File: src/rtl/gcd_multi.sv
// Queued GCD engine: request FIFO feeding a swap/subtract datapath
// that reports the result and the number of steps it took.
module gcd_multi #(
    parameter int W     = 16,
    parameter int DEPTH = 4,
    parameter int CNT_W = W + 1
) (
    input  logic                     clk,
    input  logic                     reset_n,
    input  logic [2*W-1:0]           req_msg,
    input  logic                     req_val,
    output logic                     req_rdy,
    output logic [W-1:0]             resp_msg,
    output logic [CNT_W-1:0]         resp_iter,
    output logic                     resp_val,
    input  logic                     resp_rdy,
    output logic                     busy,
    output logic [$clog2(DEPTH):0]   fifo_count
);

    localparam int PW = $clog2(DEPTH);
    localparam int CW = PW + 1;

    typedef enum logic [1:0] {
        IDLE,
        CALC,
        DONE
    } state_t;

    state_t state, state_nx;

    logic [2*W-1:0]   mem [DEPTH];
    logic [PW-1:0]    wr_ptr, rd_ptr;
    logic [CW-1:0]    count;
    logic             push, pop;
    logic [2*W-1:0]   head;

    logic [W-1:0]     a, b, a_nx, b_nx;
    logic [W-1:0]     res, res_nx;
    logic [CNT_W-1:0] iter, iter_nx, iter_inc;
    logic [CNT_W-1:0] res_iter, res_iter_nx;

    // ready comes from registered occupancy only, so no full-FIFO bypass
    assign req_rdy  = (count != CW'(DEPTH));
    assign push     = req_val && req_rdy;
    assign pop      = (state == IDLE) && (count != '0);
    assign head     = mem[rd_ptr];
    assign iter_inc = (&iter) ? iter : iter + CNT_W'(1);

    assign resp_val   = (state == DONE);
    assign resp_msg   = res;
    assign resp_iter  = res_iter;
    assign fifo_count = count;
    assign busy       = (state != IDLE) || (count != '0);

    always_ff @(posedge clk) begin
        if (push) begin
            mem[wr_ptr] <= req_msg;
        end
    end

    always_ff @(posedge clk or negedge reset_n) begin
        if (!reset_n) begin
            wr_ptr <= '0;
            rd_ptr <= '0;
            count  <= '0;
        end else begin
            if (push) begin
                wr_ptr <= wr_ptr + PW'(1);
            end
            if (pop) begin
                rd_ptr <= rd_ptr + PW'(1);
            end
            if (push && !pop) begin
                count <= count + CW'(1);
            end else if (pop && !push) begin
                count <= count - CW'(1);
            end
        end
    end

    always_ff @(posedge clk or negedge reset_n) begin
        if (!reset_n) begin
            state    <= IDLE;
            a        <= '0;
            b        <= '0;
            iter     <= '0;
            res      <= '0;
            res_iter <= '0;
        end else begin
            state    <= state_nx;
            a        <= a_nx;
            b        <= b_nx;
            iter     <= iter_nx;
            res      <= res_nx;
            res_iter <= res_iter_nx;
        end
    end

    always_comb begin
        state_nx    = state;
        a_nx        = a;
        b_nx        = b;
        iter_nx     = iter;
        res_nx      = res;
        res_iter_nx = res_iter;
        unique case (state)
            IDLE: begin
                if (pop) begin
                    a_nx     = head[2*W-1:W];
                    b_nx     = head[W-1:0];
                    iter_nx  = '0;
                    state_nx = CALC;
                end
            end
            CALC: begin
                if (a < b) begin
                    a_nx    = b;
                    b_nx    = a;
                    iter_nx = iter_inc;
                end else if (b != '0) begin
                    a_nx    = a - b;
                    iter_nx = iter_inc;
                end else begin
                    res_nx      = a;
                    res_iter_nx = iter;
                    state_nx    = DONE;
                end
            end
            DONE: begin
                if (resp_rdy) begin
                    state_nx = IDLE;
                end
            end
            default: state_nx = IDLE;
        endcase
    end

endmodule

File: config.mk
export PLATFORM = sky130hd
export DESIGN_NAME = gcd_multi
export DESIGN_NICKNAME = d
export VERILOG_FILES = /design/src/rtl/gcd_multi.sv
export SDC_FILE = /design/constraint.sdc
export NUM_CORES = 1
export LEC_CHECK = 0
export BUFFER_PORTS_ARGS = -buffer_cell sky130_fd_sc_hd__buf_2
export CAP_MARGIN = 5
export CORE_MARGIN = 8
export CORE_UTILIZATION = 55
export CTS_BUF_LIST = sky130_fd_sc_hd__clkbuf_2
export CTS_CLUSTER_DIAMETER = 60
export DETAILED_ROUTE_END_ITERATION = 8
export HOLD_SLACK_MARGIN = 0.12
export PLACE_DENSITY_LB_ADDON = 0.2
export SLEW_MARGIN = 30
export SYNTH_ARGS = -nofsm -noshare
export SYNTH_HDL_FRONTEND = slang
export SYNTH_SLANG_ARGS = --single-unit
File: constraint.sdc
create_clock -name clk -period 3.35 [get_ports clk]
set_input_delay 1.005 -clock clk [delete_from_list [all_inputs] [get_ports clk]]
set_output_delay 1.005 -clock clk [all_outputs]
set_load 0.05 [all_outputs]
* Word-level counts from Yosys, hierarchy flattened
Memory sizes are Yosys's and may differ from the RTL's.
Index checks and enable logic that the tools add are counted.
W data, S select, Z words.
** Word-level totals
- Register bits after elaboration :: 91
- Memories kept :: 1
- RAM bits :: 128
- Logic and storage cells :: 67
- Output and inout port bits :: 39
- Bits of input ports :: 36
** Operators by class
- $lt $le $gt $ge :: 1
- Muxes and demuxes :: 21
- Equal/unequal tests :: 9
- Bitwise logic cells :: 2
- Reductions and logical operators :: 18
- $add $sub $neg :: 6
** Memories
- mem :: depth 4, width 32, read ports 1, clocked after Yosys merged registers in 0, wr ports 1, RTL line 32 : logic [2*W-1:0] mem [DEPTH];
** Operators with widths (number)
- $mux W16 :: 5
- $mux W17 :: 4
- $pmux W16 S2 :: 2
- $pmux W17 S2 :: 1
- $add A17 B1 Y17 const B :: 1
- $reduce_and A17 Y1 :: 1
- $lt A16 B16 Y1 :: 1
- $reduce_bool A16 Y1 :: 1
- $sub A16 B16 Y16 :: 1
- $reduce_and A3 Y1 :: 3
- $mux W2 :: 4
- $ne A2 B2 Y1 const B :: 4
- $mux W3 :: 2
- $ne A3 B3 Y1 const B :: 2
- $pmux W2 S3 :: 1
- $reduce_bool A2 Y1 :: 3
- $add A2 B1 Y2 const B :: 2
- $logic_and A1 B1 Y1 :: 4
- $reduce_and A4 Y1 :: 1
- $add A3 B1 Y3 const B :: 1
- $reduce_bool A3 Y1 :: 1
- $sub A3 B1 Y3 const B :: 1
- $eq A2 B1 Y1 const B :: 1
- $eq A2 B2 Y1 const B :: 1
- other kinds (6) :: 9

* Logic depth before layout (Yosys ltp)
Gate-level depths: netlist (run 1).
- Depth in word-level cells :: 6
- Depth in mapped cells :: 11
- Gate-level depth less buffers :: 11

* Least setup slack after synthesis (run 1)
Ideal clock, no wire load.
- Path type :: reg2reg
- Start point :: reg b[0]
- End point :: reg res_iter[10] (netlist: resp_iter[10])
- Stages on the path, launching flop included :: 11
- Setup slack :: 346 ps
- Library setup time :: 125 ps
- Buffers on the path :: 1
- Arrival time :: 2880 ps
- Cell sequence :: dfrtp_1 > ha_1 > fa_1 > nor2b_1 > o31a_1 > a2bb2oi_2 > a211o_1 > nand2_1 > nor3_2 > buf_4 > mux2_2
** Between the ends
- Word-level cells in the longest chain between the ends :: 3
- Elaborated cells between the ends (all ways) :: 5
- Classes of those cells :: 1 x order compare; 2 x bitwise; 2 x reduce/logical
** RTL lines
- start: declaration :: RTL line 38 : logic [W-1:0] a, b, a_nx, b_nx;
- start signal: assignment :: RTL line 93 : b <= b_nx;
- $lt A16 B16 Y1 or $reduce_bool A16 Y1 (tied branches) :: RTL line 117, 121
- $not A1 Y1 (no line)
- $reduce_and A3 Y1 (no line) (*)
- end signal: assignment :: RTL line 96 : res_iter <= res_iter_nx;
- end: declaration :: RTL line 41 : logic [CNT_W-1:0] res_iter, res_iter_nx;
Every way passes the cells marked *; elsewhere a longest branch is shown, timed or not.
A chain may end at the register's enable or synchronous reset.

* Worst setup path after layout (run 1)
- Start point :: reg b[0]
- End point :: reg res_iter[6] (netlist: resp_iter[6])
The elaborated chain is that of the path after synthesis.

==> run metrics, run 1 <==
status finished clean; NumNets Final between 800 and 900; DP Cell Count 950; Crit Path Max Fanout 20; Max-Cap Viols 0; setup TNS 0 ps; reg-to-reg endpoint resp_iter[6]$_DFFE_PN0P_; Post-Route WL just over 20 mm; Post-synth EDFFs 128; initial antenna violation count 1; DRC 0; VDD IR-drop max just over 0.0004 V; WP buf/inv 1; drt pass-1 iters 7; Yosys cell types between 50 and 60; sequential area share after synthesis a little over three fifths; GP Congestion 0.876; hold worst-path end mem[1][20]$_DFFE_PP_; port bufs 74; Die X approximately 150 um; Detailed Place HPWL 14.2 mm; final hold slack just over 400 ps; cell count after synthesis approximately 650; CTS tree done; Die Footprint between 0.02 and 0.025 mm2; CTS root buf clkbuf_2; Hold Path Depth 1; r2r startpoint b[0]$_DFFE_PN0P_; Die H ~150 um; Netlist Area Pre-Place a little under 0.01 mm2; Avg Inst Size Synth around 15 um2; largest net degree at the start of global routing between 40 and 50; Main synth FF type edfxtp_1; total track usage 19.0%; number of vias per cell ~5.7; skew final slightly above 70 ps; Ys Warns 0; min Tclk post-route between 3000 and 4000 ps; area leader, netlist edfxtp_1; first-pass GRT wire length around 34 mm; min-delay worst type input port to flip-flop; count leader, synth edfxtp_1; Leakage around 4.6 nW; post-cts sizing count 0; Async S/R FF share, synth between 40% and 50%; 1st-iter DRT viols around 380; CORE AREA ~0.017 mm2; CP peak stage delay 420 ps; share of the synthesized area in the top cell type between 30% and 40%; Slew @ Worst Pin ~800 ps; slew margin rel. 48.1%; flop and latch count out of synthesis approximately 220; Clock Tree Buf Depth 3; Reg clk slew, reported paths roughly 110 ps; Vias around 6,000; critical path cell sequence ha_1 -> fa_1 -> nor2b_1 -> o31a_1 -> a2bb2oi_2 -> a211o_1 -> nand2_1 -> nor3_4 -> buf_4 -> mux2_2; Final Max Slew Viols 0; fmax 317 MHz; wire length per cell 19.5 um; Worst Setup End Kind flip-flop; Post-DRT Antenna Nets 0; kind of critical path flip-flop to flip-flop; unrepaired setup endpoints after global routing no; initial core utilization 56.4%; R2R depth 10; Arr. time, crit path 3790 ps; vias in the first global route 6,527; fin util between 60% and 70%; H-tree levels 2; layout cell share with drive strength beyond 1 between 30% and 40%; TritonCTS buffer count 52; final std cell area, no fill ~0.011 mm2; CTS Sinks 219; Crit-path slowest cell dfrtp_1; Pwr per Cell Area around 900 mW/mm2; Finished Layout Cells about 1,000; io pins 75; list of most frequent post-synthesis cells edfxtp_1, dfrtp_1, mux2i_1; area grow syn2layout 13.0%; Syn Nets between 700 and 800; # rows 48; GRT overflow 0; Synth area leaders edfxtp_1, dfrtp_1, mux4_2, mux2_2, mux2i_1; Post-DP Area around 0.011 mm2; Final Hold Viols 0; Setup violations, final 0; r2r setup slk slightly below 200 ps; period utilisation layout about 94%; hold_buf cts 1; worst hold start req_msg[20]; CP Launch Type flip-flop; data required time at the worst endpoint between 3000 and 4000 ps; Worst path top cell family by delay compound AO/OA/AOI/OAI gates; Clk Latency, worst-skew pair about 800 ps; Setup Fix Bufs, Post-CTS 0
-- final cells by class --
type | count | area [um2]
Clock buffer | 83 | 415
Clock inverter | 12 | 77.6
Multi-Input combinational cell | 378 | 3420
Antenna cell | 1 | 2.50
Fill cell | 1338 | 6280
Tap cell | 225 | 282
Sequential cell | 219 | 6120
Timing Repair Buffer | 101 | 591
Inverter | 28 | 105
-- sequential cells by signal (all words and copies together) (netlist names) --
name	count
iter	17
rd_ptr	2
a	16
b	16
state	2
wr_ptr	2
resp_iter	17
mem	128
fifo_count	3
resp_msg	16
-- layout by cell type, fill, tap and decap left out, drive strengths merged, types with 9 or more instances in the layout --
cell type / synthesis / final
ha: 23 / 23
buf: 11 / 100
mux4: 32 / 32
mux2i: 36 / 36
xor2: 10 / 10
nand2: 27 / 27
nand3: 9 / 9
clkbuf: 13 / 83
edfxtp: 128 / 128
inv: 28 / 28
nor4: 9 / 9
clkinv: 0 / 11
or4: 13 / 13
o31ai: 15 / 15
dfrtp: 91 / 91
nor3: 14 / 14
mux2: 35 / 35
a21oi: 26 / 26
o21ai: 16 / 16
nor2: 22 / 22
-- metal layers --
layer	global-route usage [%]	up-vias	share of wire [%]
li1	-	2826	-
met1	23.6	2976	43
met2	31.8	165	50
met3	4.37	40	5.7
met4	7.67	0	2.1
met5	0	-	0
-- report_power, final --
group,leakage [nW],internal [W],total (W),switching [W]
registers,2.35,0.00351,0.00396,0.000443
logic,1.84,0.00194,0.00426,0.00233
clock network,0.381,0.000729,0.00173,0.00100
total,4.57,0.00618,0.00995,0.00377
-- cell families (layout without fill, tap and decap cells) --
| logic type | Yosys count | after routing | share of synthesized area (%) |
|---|---|---|---|
| multiplexers | 103 | 103 | 15.1 |
| AO/OA/AOI/OAI | 107 | 107 | 7.86 |
| flip-flops | 219 | 219 | 62.8 |
| adder cells (fa/ha/maj) | 25 | 25 | 3.36 |
| AND/OR/NAND/NOR | 126 | 126 | 7.07 |
| XOR/XNOR | 17 | 17 | 1.53 |
| buffers and inverters | 52 | 224 | 2.25 |
| other | 0 | 1 | 0 |
-- how the worst max path moves through the flow --
stage	from	end	slack [ps]	cells past startpoint
after floorplan	b[0]$_DFFE_PN0P_	resp_iter[10]$_DFFE_PN0P_	350	10
after global placement	a[0]$_DFFE_PN0P_	resp_msg[10]$_DFFE_PN0P_	350	11
after detailed placement	a[0]$_DFFE_PN0P_	resp_msg[10]$_DFFE_PN0P_	270	11
after CTS	b[0]$_DFFE_PN0P_	resp_iter[9]$_DFFE_PN0P_	180	10
after global routing	b[0]$_DFFE_PN0P_	resp_iter[11]$_DFFE_PN0P_	10	10
final	b[0]$_DFFE_PN0P_	resp_iter[6]$_DFFE_PN0P_	200	10
-- through the flow --
stage / total power (W) / setup WS [ps]
after floorplan: 0.00706 / 346
after global placement: 0.00816 / 354
after detailed placement: 0.00826 / 274
after CTS: 0.0100 / 182
after global routing: 0.0106 / 9.77
final: 0.00995 / 197
-- worst reg2reg max path, stage by stage (launching register included) --
cell,delay (ps)
dfrtp_1,420
ha_1,220
fa_1,400
nor2b_1,180
o31a_1,230
a2bb2oi_2,300
a211o_1,210
nand2_1,110
nor3_4,230
buf_4,310
mux2_2,370
No activity file was read; power rests on OpenSTA's default activity.
==> run 2, diff against run 1 <==
--- a/config.mk
+++ b/config.mk
@@ -8,5 +8,5 @@
 export BUFFER_PORTS_ARGS = -buffer_cell sky130_fd_sc_hd__buf_2
 export CAP_MARGIN = 5
-export CORE_MARGIN = 8
+export CORE_MARGIN = 4
 export CORE_UTILIZATION = 55
 export CTS_BUF_LIST = sky130_fd_sc_hd__clkbuf_2
==> constraint.sdc (replaced) <==
create_clock -name clk -period 3.35 [get_ports clk]
set_input_delay 0.1675 -clock clk [delete_from_list [all_inputs] [get_ports clk]]
set_output_delay 0.1675 -clock clk [all_outputs]
set_load 0.05 [all_outputs]
==> run 2 against run 1 <==
Net effect: largest power group unchanged; first-iteration DRC count rose by 20%; combinational power rose by 2%; critical path depth did not move; flip-flop and latch count did not move.
==> run metrics, run 2 (same netlist as run 1, synthesis figures left out) <==
status finished clean; Reg clk slew, reported paths 110 ps (about the same); number of vias per cell 5.77 (+0.63%); CTS tree done; Clk Latency, worst-skew pair 820 ps (+20 ps); H-tree levels 2 (unchanged); port bufs 74 (unchanged); Crit-path slowest cell dfrtp_1; Detailed Place HPWL 13.9 mm (-2.1%); DP Worst Slack 289 ps (+14.9 ps); most frequent cells in the layout edfxtp_1, clkbuf_2, dfrtp_1; io pins 75 (unchanged); kind of critical path flip-flop to flip-flop; area grow syn2layout 20.5%; min-delay worst type input port to flip-flop; Vias 6,455 (+7.5%); Slew @ Worst Pin 860 ps (+81.6 ps); Worst Setup End Kind flip-flop; Final Max Slew Viols 0 (unchanged); WP buf/inv 1 (unchanged); max reg flops 128 (unchanged); # rows 48 (unchanged); Crit Path Max Fanout 16 (-20%); VDD IR-drop max 0.000529 V (+29%); Die Footprint 0.0199 mm2 (-10%); CP peak stage delay 430 ps (about the same); Final Worst Setup Slack 180 ps (-16.8 ps); drt pass-1 iters 5 (-2); setup TNS 0 ps (unchanged); critical path cell sequence ha_1 -> fa_1 -> nor2b_1 -> o31a_1 -> a2bb2oi_2 -> a211o_1 -> nand2_1 -> nor3_4 -> buf_4 -> mux2_2; Post-Route WL 21.3 mm (+4.8%); Pwr per Cell Area 868 mW/mm2 (-3.9%); NumNets Final 910 (+8.2%); CTS Sinks 219 (unchanged); Setup violations, final 0 (unchanged); 1st-iter DRT viols 454 (+20%); CORE AREA 0.0174 mm2 (+0.35%); period utilisation layout 94.6% (+0.50 points); DRC 0 (unchanged); Post-DRT Antenna Nets 0 (unchanged); initial core utilization 56.2% (-0.19 points); largest net degree at the start of global routing 71 (+69%); Arr. time, crit path 3800 ps (about the same); commonest non-fill, non-tap cell in the layout edfxtp_1; TritonCTS buffer count 54 (+3.8%); Worst path top cell family by delay compound AO/OA/AOI/OAI gates; skew final 97.3 ps (+26.0 ps); Max-Cap Viols 0 (unchanged); fmax 315 MHz (-0.53%); Biggest register mem; layout cell share with drive strength beyond 1 30.8% (-1.4 points); Post-DP Area 0.0105 mm2 (-0.19%); Clock Tree Buf Depth 3 (unchanged); vias in the first global route 6,863 (+5.1%); data required time at the worst endpoint 3980 ps (about the same); initial antenna violation count 1 (unchanged); final std cell area, no fill 0.0117 mm2 (+6.7%); unrepaired setup endpoints after global routing no; Die H 141 um (-5.4%); CP Launch Type flip-flop; GRT overflow 0 (unchanged); first-pass GRT wire length 35.5 mm (+5.8%); total track usage 22.3% (+3.3 points); Final Hold Viols 0 (unchanged); Die X 141 um (-5.4%); CTS root buf clkbuf_2; wire length per cell 19.1 um (-1.9%); Leakage 4.89 nW (+7.0%); min Tclk post-route 3170 ps (+16.8 ps); GP Congestion 0.861 (-1.7%); slew margin rel. 42.7% (-5.4 points)
run 2: worst reg2reg max path: stages (launching register included):
cell       delay [ps]
dfrtp_1           430
ha_1              230
fa_1              400
nor2b_1           180
o31a_1            250
a2bb2oi_2         310
a211o_1           230
nand2_1           120
nor3_4            220
buf_4             280
mux2_2            360
run 2: path summary, 6_finish.rpt:
| check | startpoint | endpoint | slack, ps | cells after the start |
|---|---|---|---|---|
| worst min-delay path | req_msg[13] | mem[1][13]$_DFFE_PP_ | 190 | 2 |
| worst min register to register | resp_iter[6]$_DFFE_PN0P_ | resp_iter[6]$_DFFE_PN0P_ | 510 | 1 |
| max in group asynchronous | reset_n | a[14]$_DFFE_PN0P_ | 2510 | 4 |
| worst max-delay path | b[0]$_DFFE_PN0P_ | resp_msg[14]$_DFFE_PN0P_ | 180 | 10 |
| min in group asynchronous | reset_n | iter[7]$_DFFE_PN0P_ | 470 | 4 |
| worst max register to register | b[0]$_DFFE_PN0P_ | resp_msg[14]$_DFFE_PN0P_ | 180 | 10 |
run 2: routing by layer:
layer	vias to the layer above	track usage, %	part of all wire (%)
li1	2961	-	-
met1	3290	29.2	43
met2	169	37.9	51
met3	35	4.88	4.8
met4	0	6.37	1.6
met5	-	0	0
run 2: what timing repair did:
item,in CTS,in global routing
buffers inserted,0,0
resized for setup,0,2
endpoints found under the setup margin,0,2
hold buffers,69,0
endpoints found under the hold margin,325,0
run 2: layout make-up:
| class | instances | area, um2 |
|---|---|---|
| timing repair buffer | 168 | 1270 |
| fill | 1242 | 5610 |
| inverter | 28 | 105 |
| antenna | 1 | 2.50 |
| clock buffer | 92 | 460 |
| multi-input combinational | 378 | 3420 |
| clock inverter | 7 | 83.8 |
| tap | 225 | 282 |
| sequential | 219 | 6120 |
run 2: through the flow:
stage	power, W	hold slack [ps]	cells	util [%]
floorplan	0.00706	-128	649	-
global placement	0.00809	326	949	60.4
detailed placement	0.00823	339	949	60.4
CTS	0.0102	122	1117	67.6
global route	0.0109	128	1118	67.7
finish	0.0102	193	1118	67.7
run 2: report_power, final:
group          internal (W)  total (W)  switching [W]
Sequential          0.00351    0.00395       0.000434
Combinational       0.00197    0.00436        0.00239
Clock              0.000864    0.00189        0.00102
Total               0.00635     0.0102        0.00384
